<file path="src/rtl/pru_cmd_pkg.sv">
`default_nettype none
// +--------------------------------------------------------------------+
// | pru_cmd_pkg: command layout and bus-word packing for pru_cmd_issuer |
// | Rev 1.0                                                             |
// +--------------------------------------------------------------------+
package pru_cmd_pkg;

  typedef enum logic [1:0] {
    CMD_DRAW  = 2'b00,
    CMD_COLOR = 2'b01,
    CMD_RSV2  = 2'b10,
    CMD_RSV3  = 2'b11
  } cmd_type_e;

  localparam logic [1:0] TAG_W0  = 2'b01;
  localparam logic [1:0] TAG_W1  = 2'b10;
  localparam logic [1:0] TAG_CLR = 2'b11;

  typedef struct packed {
    cmd_type_e   cmd_type;
    logic [1:0]  shape;
    logic [1:0]  color;
    logic        subtract;
    logic [9:0]  row;
    logic [8:0]  col;
    logic [9:0]  width;
    logic [8:0]  height_radius;
  } cmd_t;

  localparam int CMD_W = $bits(cmd_t);

  function automatic logic [31:0] pack_w0(input cmd_t c);
    if (c.cmd_type == CMD_COLOR)
      return {TAG_CLR, 28'b0, c.color};
    return {TAG_W0, c.shape, c.color, c.subtract, c.row, c.col, 6'b0};
  endfunction

  function automatic logic [31:0] pack_w1(input cmd_t c);
    return {TAG_W1, c.width, c.height_radius, 11'b0};
  endfunction

endpackage
`default_nettype wire

</file>
<file path="src/rtl/pru_cmd_fifo.sv">
`default_nettype none
// +--------------------------------------------------------------------+
// | pru_cmd_fifo: synchronous FIFO with registered full/empty flags     |
// | Rev 1.0                                                             |
// +--------------------------------------------------------------------+
module pru_cmd_fifo #(
  parameter int DEPTH = 4,
  parameter int WIDTH = 45
) (
  input  logic             clk,
  input  logic             rst,
  input  logic             push,
  input  logic [WIDTH-1:0] din,
  input  logic             pop,
  output logic [WIDTH-1:0] dout,
  output logic             full,
  output logic             empty
);

  localparam int c_aw = $clog2(DEPTH);
  localparam logic [c_aw-1:0] c_ptr_one = 1;
  localparam logic [c_aw:0]   c_cnt_one = 1;
  localparam logic [c_aw:0]   c_cnt_full = DEPTH[c_aw:0];

  logic [WIDTH-1:0] r_mem [DEPTH];
  logic [c_aw-1:0]  r_wr_ptr;
  logic [c_aw-1:0]  r_rd_ptr;
  logic [c_aw:0]    r_count;
  logic             r_full;
  logic             r_empty;
  logic             w_push;
  logic             w_pop;
  logic [c_aw:0]    w_count_nxt;

  assign w_push = push && !r_full;
  assign w_pop  = pop && !r_empty;

  always_comb begin
    w_count_nxt = r_count;
    if (w_push && !w_pop)
      w_count_nxt = r_count + c_cnt_one;
    else if (!w_push && w_pop)
      w_count_nxt = r_count - c_cnt_one;
  end

  always_ff @(posedge clk) begin
    if (w_push)
      r_mem[r_wr_ptr] <= din;
  end

  always_ff @(posedge clk) begin
    if (rst) begin
      r_wr_ptr <= '0;
      r_rd_ptr <= '0;
      r_count  <= '0;
      r_full   <= 1'b0;
      r_empty  <= 1'b1;
    end else begin
      if (w_push)
        r_wr_ptr <= r_wr_ptr + c_ptr_one;
      if (w_pop)
        r_rd_ptr <= r_rd_ptr + c_ptr_one;
      r_count <= w_count_nxt;
      r_full  <= (w_count_nxt == c_cnt_full);
      r_empty <= (w_count_nxt == '0);
    end
  end

  assign dout  = r_mem[r_rd_ptr];
  assign full  = r_full;
  assign empty = r_empty;

endmodule
`default_nettype wire

</file>
<file path="src/rtl/pru_cmd_issuer.sv">
`default_nettype none
// +--------------------------------------------------------------------+
// | pru_cmd_issuer: queues draw/colour commands and issues them as     |
// | acknowledged 32-bit writes to the PRU command buffer. Rev 1.0      |
// +--------------------------------------------------------------------+
module pru_cmd_issuer
  import pru_cmd_pkg::*;
#(
  parameter int          DEPTH       = 4,
  parameter logic [31:0] BASE_ADDR   = 32'h0000_4000,
  parameter int          ACK_TIMEOUT = 1024
) (
  input  logic        clk,
  input  logic        rst,
  input  logic        cmd_valid_i,
  output logic        cmd_ready_o,
  input  logic [1:0]  cmd_type_i,
  input  logic [1:0]  shape_i,
  input  logic [1:0]  color_i,
  input  logic        subtract_i,
  input  logic [9:0]  row_i,
  input  logic [8:0]  col_i,
  input  logic [9:0]  width_i,
  input  logic [8:0]  height_radius_i,
  output logic [31:0] b_addr_o,
  output logic [31:0] b_data_o,
  output logic        b_write_o,
  input  logic        b_ack_i,
  output logic        idle_o,
  output logic        err_o,
  output logic [15:0] sent_o
);

  localparam int c_tw = $clog2(ACK_TIMEOUT + 1);
  localparam logic [c_tw-1:0] c_tmo_last = c_tw'(ACK_TIMEOUT - 1);
  localparam logic [c_tw-1:0] c_tmo_one  = 1;

  typedef enum logic [1:0] {
    ST_IDLE  = 2'd0,
    ST_SEND0 = 2'd1,
    ST_SEND1 = 2'd2
  } state_e;

  state_e          r_state;
  cmd_t            r_cmd;
  logic [31:0]     r_addr;
  logic [31:0]     r_data;
  logic            r_write;
  logic            r_err;
  logic [15:0]     r_sent;
  logic [c_tw-1:0] r_tmo;

  cmd_t w_cmd_in;
  cmd_t w_head;
  logic w_full;
  logic w_empty;
  logic w_rsvd;
  logic w_accept;
  logic w_push;
  logic w_pop;

  assign w_cmd_in = '{cmd_type: cmd_type_e'(cmd_type_i), shape: shape_i, color: color_i,
                      subtract: subtract_i, row: row_i, col: col_i, width: width_i,
                      height_radius: height_radius_i};

  // Reserved types are handshaken away so the producer never stalls on them.
  assign w_rsvd   = cmd_type_i[1];
  assign w_accept = cmd_valid_i && !w_full;
  assign w_push   = w_accept && !w_rsvd;
  assign w_pop    = (r_state == ST_IDLE) && !w_empty;

  pru_cmd_fifo #(
    .DEPTH (DEPTH),
    .WIDTH (CMD_W)
  ) u_fifo (
    .clk   (clk),
    .rst   (rst),
    .push  (w_push),
    .din   (w_cmd_in),
    .pop   (w_pop),
    .dout  (w_head),
    .full  (w_full),
    .empty (w_empty)
  );

  always_ff @(posedge clk) begin
    if (rst) begin
      r_state <= ST_IDLE;
      r_cmd   <= '0;
      r_addr  <= '0;
      r_data  <= '0;
      r_write <= 1'b0;
      r_err   <= 1'b0;
      r_sent  <= '0;
      r_tmo   <= '0;
    end else begin
      if (w_accept && w_rsvd)
        r_err <= 1'b1;
      case (r_state)
        ST_IDLE: begin
          if (!w_empty) begin
            r_cmd   <= w_head;
            r_data  <= pack_w0(w_head);
            r_addr  <= BASE_ADDR;
            r_write <= 1'b1;
            r_tmo   <= '0;
            r_state <= ST_SEND0;
          end
        end
        ST_SEND0: begin
          if (b_ack_i) begin
            if (r_cmd.cmd_type == CMD_DRAW) begin
              r_data  <= pack_w1(r_cmd);
              r_tmo   <= '0;
              r_state <= ST_SEND1;
            end else begin
              r_write <= 1'b0;
              r_sent  <= r_sent + 16'd1;
              r_state <= ST_IDLE;
            end
          end else if (r_tmo == c_tmo_last) begin
            r_write <= 1'b0;
            r_err   <= 1'b1;
            r_state <= ST_IDLE;
          end else begin
            r_tmo <= r_tmo + c_tmo_one;
          end
        end
        ST_SEND1: begin
          if (b_ack_i) begin
            r_write <= 1'b0;
            r_sent  <= r_sent + 16'd1;
            r_state <= ST_IDLE;
          end else if (r_tmo == c_tmo_last) begin
            r_write <= 1'b0;
            r_err   <= 1'b1;
            r_state <= ST_IDLE;
          end else begin
            r_tmo <= r_tmo + c_tmo_one;
          end
        end
        default: r_state <= ST_IDLE;
      endcase
    end
  end

  assign cmd_ready_o = !w_full;
  assign b_addr_o    = r_addr;
  assign b_data_o    = r_data;
  assign b_write_o   = r_write;
  assign err_o       = r_err;
  assign sent_o      = r_sent;
  assign idle_o      = w_empty && (r_state == ST_IDLE);

endmodule
`default_nettype wire
</file>
<file path="config.mk">
export PLATFORM = sky130hd
export DESIGN_NAME = pru_cmd_issuer
export DESIGN_NICKNAME = d
export VERILOG_FILES = /design/src/rtl/pru_cmd_pkg.sv /design/src/rtl/pru_cmd_fifo.sv /design/src/rtl/pru_cmd_issuer.sv
export SDC_FILE = /design/constraint.sdc
export NUM_CORES = 1
export LEC_CHECK = 0
export CAP_MARGIN = 20
export CORE_MARGIN = 4
export CORE_UTILIZATION = 55
export DETAILED_ROUTE_END_ITERATION = 10
export GPL_TIMING_DRIVEN = 0
export MAX_ROUTING_LAYER = met4
export PLACE_DENSITY_LB_ADDON = 0.2
export SLEW_MARGIN = 20
export SYNTH_ARGS = -nofsm -noshare
export SYNTH_HDL_FRONTEND = slang
export SYNTH_SLANG_ARGS = --single-unit
</file>
<file path="constraint.sdc">
create_clock -name clk -period 3.17 [get_ports clk]
set_clock_uncertainty 0.15 [all_clocks]
set_input_delay 0.634 -clock clk [delete_from_list [all_inputs] [get_ports clk]]
set_output_delay 0.634 -clock clk [all_outputs]
set_load 0.05 [all_outputs]
</file>
# == Word-level counts from Yosys, hierarchy flattened ==
# Memory sizes are Yosys's and may differ from the RTL's. A register that Yosys moved wholly into a read port is not among the register bits.
# Cells that the tools add are included.
# op_classes
muxes,42
reduce_logical,26
add_sub_neg,6
bitwise,1
eq_ne,13
# op_table
cell,count
32-bit 2-to-1 mux,5
32-bit one-hot mux with 2 select lines,1
11-bit 2-to-1 mux,5
16-bit 2-to-1 mux,3
11-bit one-hot mux with 3 select lines,1
16-bit one-hot mux with 2 select lines,1
16-bit by 1-bit adder with 16-bit output (second input constant),1
1-bit 2-to-1 mux,15
2-bit 2-to-1 mux,7
2-bit inequality test (second input constant),6
4-bit AND reduction,3
11-bit by 1-bit adder with 11-bit output (second input constant),1
11-bit by 10-bit equality test with 1-bit output (second input constant),1
1-bit logical AND,9
3-bit 2-to-1 mux,2
3-bit inequality test (second input constant),2
2-bit one-hot mux with 3 select lines,1
1-bit zero test,5
2-bit by 1-bit adder with 2-bit output (second input constant),2
2-bit by 1-bit equality test with 1-bit output (second input constant),2
2-bit zero test,2
2-bit nonzero test,2
3-bit by 1-bit adder with 3-bit output (second input constant),1
3-bit equality test (second input constant),1
other kinds (9),9
# word_totals
inputBits,49
memories,1
wordCells,104
ff_bits,94
ram_bits,180
# mem_list
name,words,word_bits,rd,rd_ports_with_merged_regs,write_ports,line,source
u_fifo.r_mem,4,45,1,1,1,pru_cmd_fifo.sv:25,logic [WIDTH-1:0] r_mem [DEPTH];

# == Depth between registers and ports, before layout ==
# Gate-level depths: netlist of run 1.
# depth
depth_word,9
ltp_mapped,8

# == Hierarchy ==
# A second synthesis of run 1 with hierarchy kept.
# hier_totals
hier_cells,764
hier_area_um2,10960.5
# modules_own_cells
mod,seq_area_each_um2,n_inst,cells_each,area_per_inst_um2
pru_cmd_fifo,5625.4,1,305,7181.9
pru_cmd_issuer,1621.6,1,459,3778.6

# == Worst setup path before layout of run 1 ==
# OpenSTA, ideal clock, no wires.
# synth_timing
path_kind,input to register
startpoint,in cmd_type_i[1]
endpoint,"mem u_fifo.r_mem[1][0], enable pin"
arrival_ps,2237
setup_ps,407
cell_stages,3
required_ps,2613
slack_ps,376
path_cell_list,nor3b_1 > clkbuf_1 > and2_1
# synth_via
elab_chain_len,5
# synth_lines
item,line,source
from (decl),pru_cmd_issuer.sv:17,"input logic [1:0] cmd_type_i,"
1-bit zero test,pru_cmd_issuer.sv:69,assign w_push = w_accept && !w_rsvd;
1-bit logical AND,pru_cmd_issuer.sv:69,
1-bit logical AND,pru_cmd_fifo.sv:35,assign w_push = push && !r_full;
1-bit 2-to-1 mux,pru_cmd_fifo.sv:47,if (w_push)
1-bit 2-to-1 mux (implied by the code),pru_cmd_fifo.sv:48,r_mem[r_wr_ptr] <= din;
to (decl),pru_cmd_fifo.sv:25,
# No other way between the ends.

# == Worst setup path in the final report of run 1 ==
# layout_timing
startpoint,reg r_state[0]
endpoint,out idle_o
# layout_via
elab_chain_len,2
# layout_lines
item,line,source
from (decl),pru_cmd_issuer.sv:44,state_e r_state;
from (signal assigned),pru_cmd_issuer.sv:88,r_state <= ST_IDLE;
from (signal assigned),pru_cmd_issuer.sv:107,r_state <= ST_SEND0;
from (signal assigned),pru_cmd_issuer.sv:115,r_state <= ST_SEND1;
2-bit zero test,pru_cmd_issuer.sv:153,assign idle_o = w_empty && (r_state == ST_IDLE);
1-bit logical AND,pru_cmd_issuer.sv:153,
to (decl),pru_cmd_issuer.sv:29,"output logic idle_o,"
# No other way between the ends.

==> metrics.md, run 1 <==
| Metric | Value |
|---|---|
| Status | `complete, no violations` |
| Leading cell type in the layout, fill and taps excluded | `edfxtp_1` |
| Endpoints failing hold | `0` |
| Top_reg_cell synth | `edfxtp_1` |
| Gate power share | `28.0%` |
| IO Count | `133` |
| N_diodes | `0` |
| Arrival @ worst endpoint | `1.90 ns` |
| Width of the chip | `147 µm` |
| Post-DP Area | `12,100 µm²` |
| RR Endpoint | `b_data_o[13]` |
| Crit. path cell count | `5` |
| R2r setup slk | `0.62 ns` |
| Syn Area/Cell | `14.5 µm²` |
| Max Clk Rate | `372 MHz` |
| Power density over cell area | `811 nW/µm²` |
| Synth async-reset ratio | `0%` |
| Hold Path Class | `reg -> reg` |
| DR vias | `6,519` |
| Die height | `147 µm` |
| Fin nets | `958` |
| Core Footprint | `18,900 µm²` |
| Vias per cell | `5.53` |
| Cell Area, Synth | `10,700 µm²` |
| CP cell instances | `inv_1 > ha_1 > nand2_1 > inv_1 > dlymetal6s2s_1` |
| Psw | `3.44 mW` |
| Count of TritonRoute iterations in the first routing pass | `5` |
| Fin. max-slew vios | `0` |
| GPL Wtd Cong | `0.873` |
| Clock Sink Count | `272` |
| Grt ovf | `0` |
| FP Rows | `50` |
| Slowest stage delay, CP | `0.43 ns` |
| H-Tree Depth | `1` |
| Crit path from | `r_state[0]` |
| Final ANT Viol Nets | `0` |
| Worst path bufs/invs | `3` |
| Leak | `4.57 nW` |
| Cells on worst reg2reg path | `7` |
| Area Overhead vs Synth | `22.2%` |
| Critical Path RT | `2.39 ns` |
| Number of CTS-inserted buffers | `27` |
| RSZ-0062 raised after global routing | `false` |
| Share of layout cells above drive strength 1 | `17.0%` |
| Initial DRC Count | `532` |
| Sequential Power Share | `41.3%` |
| Total track usage | `21.7%` |
| Clock power frac | `30.7%` |
| Die area | `21,700 µm²` |
| Post-synth cell types | `53` |
| Most frequent cells in the layout | `edfxtp_1, clkdlybuf4s50_1, dfxtp_1, nand2_1, nor2_1` |
| Detailed placement HPWL | `15,000 µm` |
| Total internal power | `7.17 mW` |
| TNS Setup | `0 ns` |
| IO Port Bufs | `97` |
| Wire length per cell | `19.3 µm` |
| First-pass GRT wire length | `36,500 µm` |
| DRC | `0` |
| Hold_buf cts | `0` |
| EDFF count, synth | `180` |
| Peak supply drop | `0.526 mV` |
| Post-Synthesis Cells | `737` |
| Tcrit/Tclk final | `84.8%` |
| Crit-path max FO | `6` |
| Setup crit end | `idle_o` |
| Largest net degree at the start of global routing | `46` |
| Final setup violation count | `0` |
| Crit start category | `flop` |
| Total wire length | `22,700 µm` |
| Tmin final | `2.69 ns` |
| Worst-path clk slew | `0.06 ns` |
| Worst Setup End Kind | `output pin` |
| Post-route design area | `13,100 µm²` |
| Clock tree buffer depth | `3` |
| YS warnings | `0` |
| Vias in the first global route | `6,744` |
| Synthesized flop and latch total | `272` |
| CP delay by family, top | `buffers and inverters` |
| Initial core utilization | `56.6%` |
| Worst-Margin Slew | `0.784 ns` |
| Sequential fraction of the synthesis area | `67.8%` |
| Initial antenna violation count | `0` |
| CP dominant cell by count | `inv_1` |
| Worst path slowest cell | `dlymetal6s2s_1` |
| Slew Limit Headroom | `47.4%` |
| CTS tree | `yes` |
| Crit path kind | `reg -> out` |
| Switching Share | `32.4%` |
| CTS root buffer | `clkbuf_16` |
| Max-cap check violation count | `0` |
| Worst skew pair latency | `0.54 ns` |
[layout make-up]
class                   count  area [µm²]
plain buffers              69         410
well taps                 260         325
fillers                  1285        5830
clock buffers              41         852
inverters                  13        48.8
clock inverters             9        85.1
flip-flops and latches    272        7250
multi-input cells         417        3130
repair buffers             97         973
[worst min path at each step]
stage | endpoint | depth (start not counted) | start
2_1_floorplan | r_cmd[10] | 2 | r_cmd[10]
3_3_place_gp | r_cmd[5] | 2 | r_cmd[5]
3_5_place_dp | r_cmd[17] | 2 | r_cmd[17]
4_1_cts | r_cmd[11] | 2 | r_cmd[11]
5_1_grt | r_cmd[11] | 2 | r_cmd[11]
6_report | r_cmd[11] | 2 | r_cmd[11]
[layer usage]
layer	track usage, %	share of wire, %	vias to the layer above
li1	-	-	3015
met1	28.3	42	3214
met2	36.1	50	240
met3	3.53	5.6	50
met4	5.82	2.6	0
met5	-	0	-
[per-stage QoR]
stage	hold slack [ns]	cells	worst slack, ns	power [mW]	utilization (%)
3_3_place_gp	0.293	1128	-1.18	7.29	64.1
3_5_place_dp	0.298	1128	0.00566	7.39	64.2
2_1_floorplan	0.282	771	0.376	6.48	-
5_1_grt	0.327	1178	0.352	11.1	69.2
6_report	0.304	1178	0.482	10.6	69.2
4_1_cts	0.308	1178	0.0965	10.6	69.2
[worst min-delay path, delay by kind of cell (launching register included)]
| kind | cells | cell delay (ns) |
|---|---|---|
| AOI/OAI and AO/OA | 1 | 0.05 |
| DFF | 1 | 0.31 |
| and+or+nand+nor | 1 | 0.05 |
[power groups by stage]
stage / clock [mW] / sequential [mW] / combinational (mW)
after global placement: 0 / 4.42 / 2.87
final: 3.26 / 4.38 / 2.96
after CTS: 3.29 / 4.38 / 2.98
after detailed placement: 0 / 4.44 / 2.95
after global routing: 3.45 / 4.41 / 3.22
after floorplan: 0 / 4.80 / 1.68
[synthesized netlist by cell type (5+ instances only)]
cell      number  area, µm²
buf_4         35        263
a22o_1         5       43.8
nand4_1        7       43.8
o21ai_0       15       75.1
mux4_2        45       1010
nand2_1       69        259
xor2_1        12        105
nor3_1         8       40.0
and3_1        17        106
dfxtp_1       92       1840
a31oi_1        5       31.3
a21oi_1       44        220
nor2_1        56        210
clkbuf_1      26       97.6
o21ai_2       10       87.6
xnor2_1       12        105
ha_1          12        150
a221oi_1       7       61.3
and2_1         5       31.3
inv_1         13       48.8
edfxtp_1     180       5410
nand3_1       13       65.1
[logic make-up (layout without fill, tap and decap cells)]
family	count (synthesis)	in the layout	share of synthesized area [%]
flops	272	272	67.8
simple gates	197	197	8.74
compound gates	102	102	6.12
buf+inv	82	229	4.29
mux	47	47	9.68
xor+xnor	24	24	1.97
fa+ha+maj	12	12	1.40
other cells	1	35	0.0351
[repair_timing]
item | 4_1_cts | 5_1_grt
setup endpoints to repair | 0 | 1
resized for setup | 0 | 1
setup buffers | 0 | 0
[flip-flops by register name (all words and copies together) (netlist names), named ones only]
signal and count:
err_o 1, u_fifo.r_count 3, u_fifo.empty 1, r_state 2, u_fifo.full 1, u_fifo.r_mem 180, b_write_o 1, r_tmo 11
b_addr_o 1, u_fifo.r_rd_ptr 2, u_fifo.r_wr_ptr 2, b_data_o 28, r_cmd 21, sent_o 16
Note: power is estimated with default switching activity, not from simulation.
==> run 2: changes to the inputs <==
==> constraint.sdc (replaced) <==
create_clock -name clk -period 2.5 [get_ports clk]
set_clock_uncertainty 0.15 [all_clocks]
set_input_delay 0.5 -clock clk [delete_from_list [all_inputs] [get_ports clk]]
set_output_delay 0.5 -clock clk [all_outputs]
set_load 0.05 [all_outputs]
==> run 2 against run 1 <==
  * Critical path depth down 4
  * Count of clock-buffer cells in the layout rose by 6
  * Clock power is 21% higher
  * Via count fell by 0.58%
  * Design area about the same
  * Critical endpoint is now sent_o[10]
==> metrics.md, run 2 (synthesized netlist as in run 1, its figures left out) <==
| Metric | Value |
|---|---|
| Leak | `4.56 nW` |
| Post-Place Cells | `1,128` |
| Worst skew pair latency | `0.55 ns` |
| Max-cap check violation count | `0` |
| N_diodes | `0` |
| IO Count | `133` |
| Largest Register | `u_fifo.r_mem` |
| Hold Crit Depth | `2` |
| GPL Wtd Cong | `0.855` |
| Detailed placement HPWL | `14,900 µm` |
| Worst path bufs/invs | `1` |
| Worst Setup End Kind | `output pin` |
| First-pass GRT wire length | `35,600 µm` |
| DR vias | `6,481` |
| Peak supply drop | `0.701 mV` |
| Crit-path max FO | `5` |
| CTS root buffer | `clkbuf_16` |
| Clock Sink Count | `272` |
| FP Rows | `50` |
| Hold Path Class | `reg -> reg` |
| Total wire length | `22,600 µm` |
| Final setup violation count | `0` |
| Cells on worst reg2reg path | `6` |
| DRC | `0` |
| Arrival @ worst endpoint | `1.78 ns` |
| RSZ-0062 raised after global routing | `false` |
| Slew Limit Headroom | `50.6%` |
| CP cell instances | `clkdlybuf4s50_1` |
| CTS tree | `yes` |
| Tcrit/Tclk final | `97.2%` |
| Vias in the first global route | `6,641` |
| Wire length per cell | `19.1 µm` |
| Post-route setup slack | `0.0701 ns` |
| Metal3 WL | `1320 µm` |
| Largest net degree at the start of global routing | `46` |
| Critical Path RT | `1.85 ns` |
| Tmin final | `2.43 ns` |
| Slowest stage delay, CP | `0.83 ns` |
| Fin. max-slew vios | `0` |
| Final ANT Viol Nets | `0` |
| Status | `complete, no violations` |
| Max Clk Rate | `412 MHz` |
| Initial antenna violation count | `0` |
| Die area | `21,700 µm²` |
| Hold_buf cts | `0` |
| Initial DRC Count | `438` |
| Fin cells | `1,181` |
| Crit path kind | `reg -> out` |
| Grt ovf | `0` |
| Met1 wire length | `9120 µm` |
| Highest metal used | `met4` |
| Crit start category | `flop` |
| IO Port Bufs | `97` |
| Crit. path cell count | `1` |
| Max reg flops | `180` |
| Most frequent cells in the layout | `edfxtp_1, clkdlybuf4s50_1, dfxtp_1, nand2_1, nor2_1` |
| Area Overhead vs Synth | `22.2%` |
| # fillers | `1,265` |
| Worst-path clk slew | `0.06 ns` |
| Power density over cell area | `1020 nW/µm²` |
| Worst path slowest cell | `clkdlybuf4s50_1` |
| Width of the chip | `147 µm` |
| Post-Place Setup Slack | `-0.597 ns` |
| Initial core utilization | `56.6%` |
| Number of CTS-inserted buffers | `28` |
| Leading cell type in the layout, fill and taps excluded | `edfxtp_1` |
| Vias per cell | `5.49` |
| Core Footprint | `18,900 µm²` |
| Clock tree buffer depth | `3` |
| Total track usage | `21.3%` |
| Share of layout cells above drive strength 1 | `17.5%` |
| Endpoints failing hold | `0` |
| H-Tree Depth | `1` |
| Die height | `147 µm` |
| Count of TritonRoute iterations in the first routing pass | `4` |
| Worst-Margin Slew | `0.740 ns` |
| Met2 WL | `11,700 µm` |
| CP delay by family, top | `buffers and inverters` |
| Fin nets | `960` |
-- run 2: where the power goes --
group | switching, mW | total [mW] | internal (mW)
Clock | 1.64 | 3.95 | 2.32
Sequential | 0.307 | 5.58 | 5.27
Combinational | 2.41 | 3.82 | 1.41
Total | 4.36 | 13.3 | 8.99
-- run 2: final timing paths --
kind / from / to / slack, ns
hold reg to reg: r_cmd[17] / r_cmd[17] / 0.30
setup / recovery: sent_o[10] / sent_o[10] / 0.07
hold / removal: r_cmd[17] / r_cmd[17] / 0.30
setup reg to reg: flop / b_data_o[21] / 0.16
-- run 2: area by class of cell --
type,instances,area [µm²],share of cell area (%)
sequential,272,7250,55.5
multi-input combinational,417,3150,24.1
timing repair buffer,100,993,7.60
clock buffer,47,812,6.22
buffer,67,409,3.13
tap,260,325,2.49
clock inverter,5,76.3,0.584
inverter,13,48.8,0.373
-- run 2: stage by stage --
step / TNS, ns / total power, mW / hold WS (ns) / util [%] / cell area (µm²)
2_1_floorplan: 0 / 8.21 / 0.282 / - / 10800
3_3_place_gp: -167.51 / 9.23 / 0.292 / 64.2 / 12100
3_5_place_dp: -120.62 / 9.38 / 0.300 / 64.2 / 12100
4_1_cts: -0.0668 / 13.3 / 0.307 / 68.9 / 13000
5_1_grt: 0 / 13.9 / 0.329 / 69.2 / 13100
6_report: 0 / 13.3 / 0.305 / 69.2 / 13100
-- run 2: what timing repair did --
| item | 4_1_cts | 5_1_grt |
|---|---|---|
| resized for setup | 6 | 15 |
| pin swaps | 0 | 1 |
| endpoints found under the setup margin | 51 | 66 |
| hold endpoints to repair | 0 | 0 |
| buffers inserted | 0 | 3 |
-- run 2: metal layers --
metal / vias up / global-route usage, %
met4: 0 / 4.75
li1: 3002 / -
met5: - / -
met1: 3220 / 27.0
met3: 33 / 3.10
met2: 226 / 37.1
==> run 3: changes to the inputs <==
--- a/config.mk
+++ b/config.mk
@@ -5,6 +5,7 @@
 export SDC_FILE = /design/constraint.sdc
 export NUM_CORES = 1
 export LEC_CHECK = 0
+export ABC_AREA = 1
 export CAP_MARGIN = 20
 export CORE_MARGIN = 4
 export CORE_UTILIZATION = 55
==> run 3 against run 2 <==
  * Design area increased by 6.2%
  * Largest cell class unchanged
  * Via count rose by 30%
  * Register-to-register slack better by 0.27 ns
  * Highest routed layer unchanged
==> metrics.md, run 3 <==
| Metric | Value |
|---|---|
| Worst Setup End Kind | `output pin` |
| Worst path slowest cell | `clkdlybuf4s50_1` |
| Status | `complete, no violations` |
| Arrival @ worst endpoint | `1.78 ns` |
| TNS Setup | `0 ns` |
| Top-count cell post-synth | `nor2_1` |
| Mux cell area share after synthesis | `0%` |
| Worst-Margin Slew | `0.780 ns` |
| Synthesized flop and latch total | `272` |
| DR vias | `8,417` |
| FP Rows | `52` |
| Area Overhead vs Synth | `22.2%` |
| Grt ovf | `0` |
| Final Power | `15.4 mW` |
| Share of the synthesized area in the top cell type | `47.6%` |
| CP delay by family, top | `buffers and inverters` |
| Slew Limit Headroom | `47.9%` |
| Leading cell type in the layout, fill and taps excluded | `nor2_1` |
| Slowest stage delay, CP | `0.83 ns` |
| CTS tree | `yes` |
| Leak | `5.31 nW` |
| Worst skew pair latency | `0.54 ns` |
| Clock Sink Count | `272` |
| Fin. max-slew vios | `0` |
| Cell Area, Synth | `11,400 µm²` |
| Post-synth top cells | `nor2_1, edfxtp_1, o21ai_0, nand2_1, dfxtp_1` |
| Peak supply drop | `1.31 mV` |
| Clock tree buffer depth | `3` |
| Initial DRC Count | `702` |
| Max Clk Rate | `411 MHz` |
| Vias in the first global route | `7,870` |
| # fillers | `1,534` |
| Syn Area/Cell | `10.3 µm²` |
| Tmin final | `2.43 ns` |
| Vias per cell | `5.41` |
| Final setup violation count | `0` |
| IO Count | `133` |
| Worst-path clk slew | `0.06 ns` |
| DRC | `0` |
| Post-Synth Adder-Cell Area | `1.32%` |
| Total track usage | `23.7%` |
| Width of the chip | `152 µm` |
| Post-synth cell types | `36` |
| Core Footprint | `20,300 µm²` |
| Endpoints failing hold | `0` |
| Crit-path max FO | `5` |
| Wire length per cell | `17.2 µm` |
| Critical Path RT | `1.85 ns` |
| CTS root buffer | `clkbuf_16` |
| Share of layout cells above drive strength 1 | `11.8%` |
| Largest family of logic cells by synthesized area | `simple AND/OR/NAND/NOR gates` |
| First-pass GRT wire length | `41,200 µm` |
| Sequential fraction of the synthesis area | `63.8%` |
| Synth Area in Simple Gates | `15.1%` |
| Worst path bufs/invs | `1` |
| YS warnings | `0` |
| EDFF count, synth | `180` |
| Largest Register | `u_fifo.r_mem` |
| Post-synthesis xor/xnor area fraction | `0.154%` |
| Largest net degree at the start of global routing | `25` |
| Synth async-reset ratio | `0%` |
| Max reg flops | `180` |
| Count of TritonRoute iterations in the first routing pass | `6` |
| Crit path kind | `reg -> out` |
| GPL Wtd Cong | `0.862` |
| Number of CTS-inserted buffers | `27` |
| IO Port Bufs | `96` |
| Post-Synthesis Cells | `1,100` |
| H-Tree Depth | `1` |
| Hold_buf cts | `0` |
| Synth area leaders | `edfxtp_1, dfxtp_1, nor2_1, o21ai_0, nand2_1` |
| Detailed placement HPWL | `18,000 µm` |
| Die height | `152 µm` |
| Max-cap check violation count | `0` |
| Power density over cell area | `1110 nW/µm²` |
| Tcrit/Tclk final | `97.2%` |
| N_diodes | `0` |
| Hold Path Class | `reg -> reg` |
| Most frequent cells in the layout | `nor2_1, edfxtp_1, o21ai_0, nand2_1, dfxtp_1` |
| Top_reg_cell synth | `edfxtp_1` |
| Fin nets | `1,327` |
| RSZ-0062 raised after global routing | `false` |
| Crit start category | `flop` |
| Die area | `23,000 µm²` |
| Final ANT Viol Nets | `0` |
| Initial core utilization | `56.0%` |
| Synth Area in Compound Gates | `12.2%` |
| Initial antenna violation count | `0` |
| Yosys top cell by area | `edfxtp_1` |
| CP cell instances | `clkdlybuf4s50_1` |
| Total wire length | `26,800 µm` |
-- run 3: cell count changes in the layout (fill, tap and decap cells not counted), moves of 17 or more --
| cell | delta |
|---|---|
| a21oi_1 | +20 |
| and3_1 | -17 |
| inv_1 | +54 |
| mux4_2 | -45 |
| nand2_1 | +43 |
| nand3_1 | +42 |
| nor2_1 | +132 |
| o21ai_0 | +123 |
| o22ai_1 | +41 |
-- run 3: cell families after synthesis --
family	Yosys count
AND/OR/NAND/NOR	392
flip-flops	272
AO/OA/AOI/OAI	258
buffers and inverters	163
adder cells (fa/ha/maj)	12
XOR/XNOR	2
other	1
-- run 3: metal layers --
metal	global-route usage (%)	up-vias	routed length (µm)
li1	-	4053	-
met1	31.3	3977	11300
met2	39.4	334	13100
met3	2.91	53	1770
met4	6.20	0	654
met5	-	-	0
-- run 3: layout make-up --
type	instances	area (µm²)	share of cell area, %
Inverter	74	280	2.02
Multi-Input combinational cell	699	3440	24.8
Buffer	89	553	3.98
Clock buffer	31	691	4.98
Tap cell	270	338	2.43
Clock inverter	17	198	1.42
Timing Repair Buffer	103	1140	8.18
Sequential cell	272	7250	52.2
-- run 3: final timing paths --
path         slack, ns       start            to  cells after the start
min reg2reg       0.30   r_tmo[10]     r_tmo[10]                      2
max               0.07  sent_o[10]    sent_o[10]                      1
max reg2reg       0.43  r_state[1]  b_data_o[17]                     10
min               0.30   r_tmo[10]     r_tmo[10]                      2
-- run 3: power by group --
group / total [mW] / switching (mW) / internal, mW
registers: 5.80 / 0.411 / 5.39
clock network: 4.06 / 1.66 / 2.40
logic: 5.53 / 3.80 / 1.72
total: 15.4 / 5.87 / 9.51
-- run 3: metrics by stage --
step	hold WS (ns)	util (%)	cells	cell area [µm²]	worst slack (ns)
4_1_cts	0.307	68.4	1555	13900	0.0117
5_1_grt	0.323	68.4	1555	13900	0.0109
3_5_place_dp	0.296	64.0	1507	13000	-0.367
6_report	0.305	68.4	1555	13900	0.0693
3_3_place_gp	0.295	63.0	1500	12800	-1.64
2_1_floorplan	0.280	-	1134	11500	-0.0598
-- run 3: what timing repair did --
action,CTS,global route
setup endpoints to repair,1,5
gates resized for setup,3,6
pin swaps,0,0
setup buffers,0,0
-- run 3: worst min-delay path, delay by kind of cell (launching register included) --
family	cells	cell delay, ns
flip-flops	1	0.32
AND/OR/NAND/NOR	2	0.09
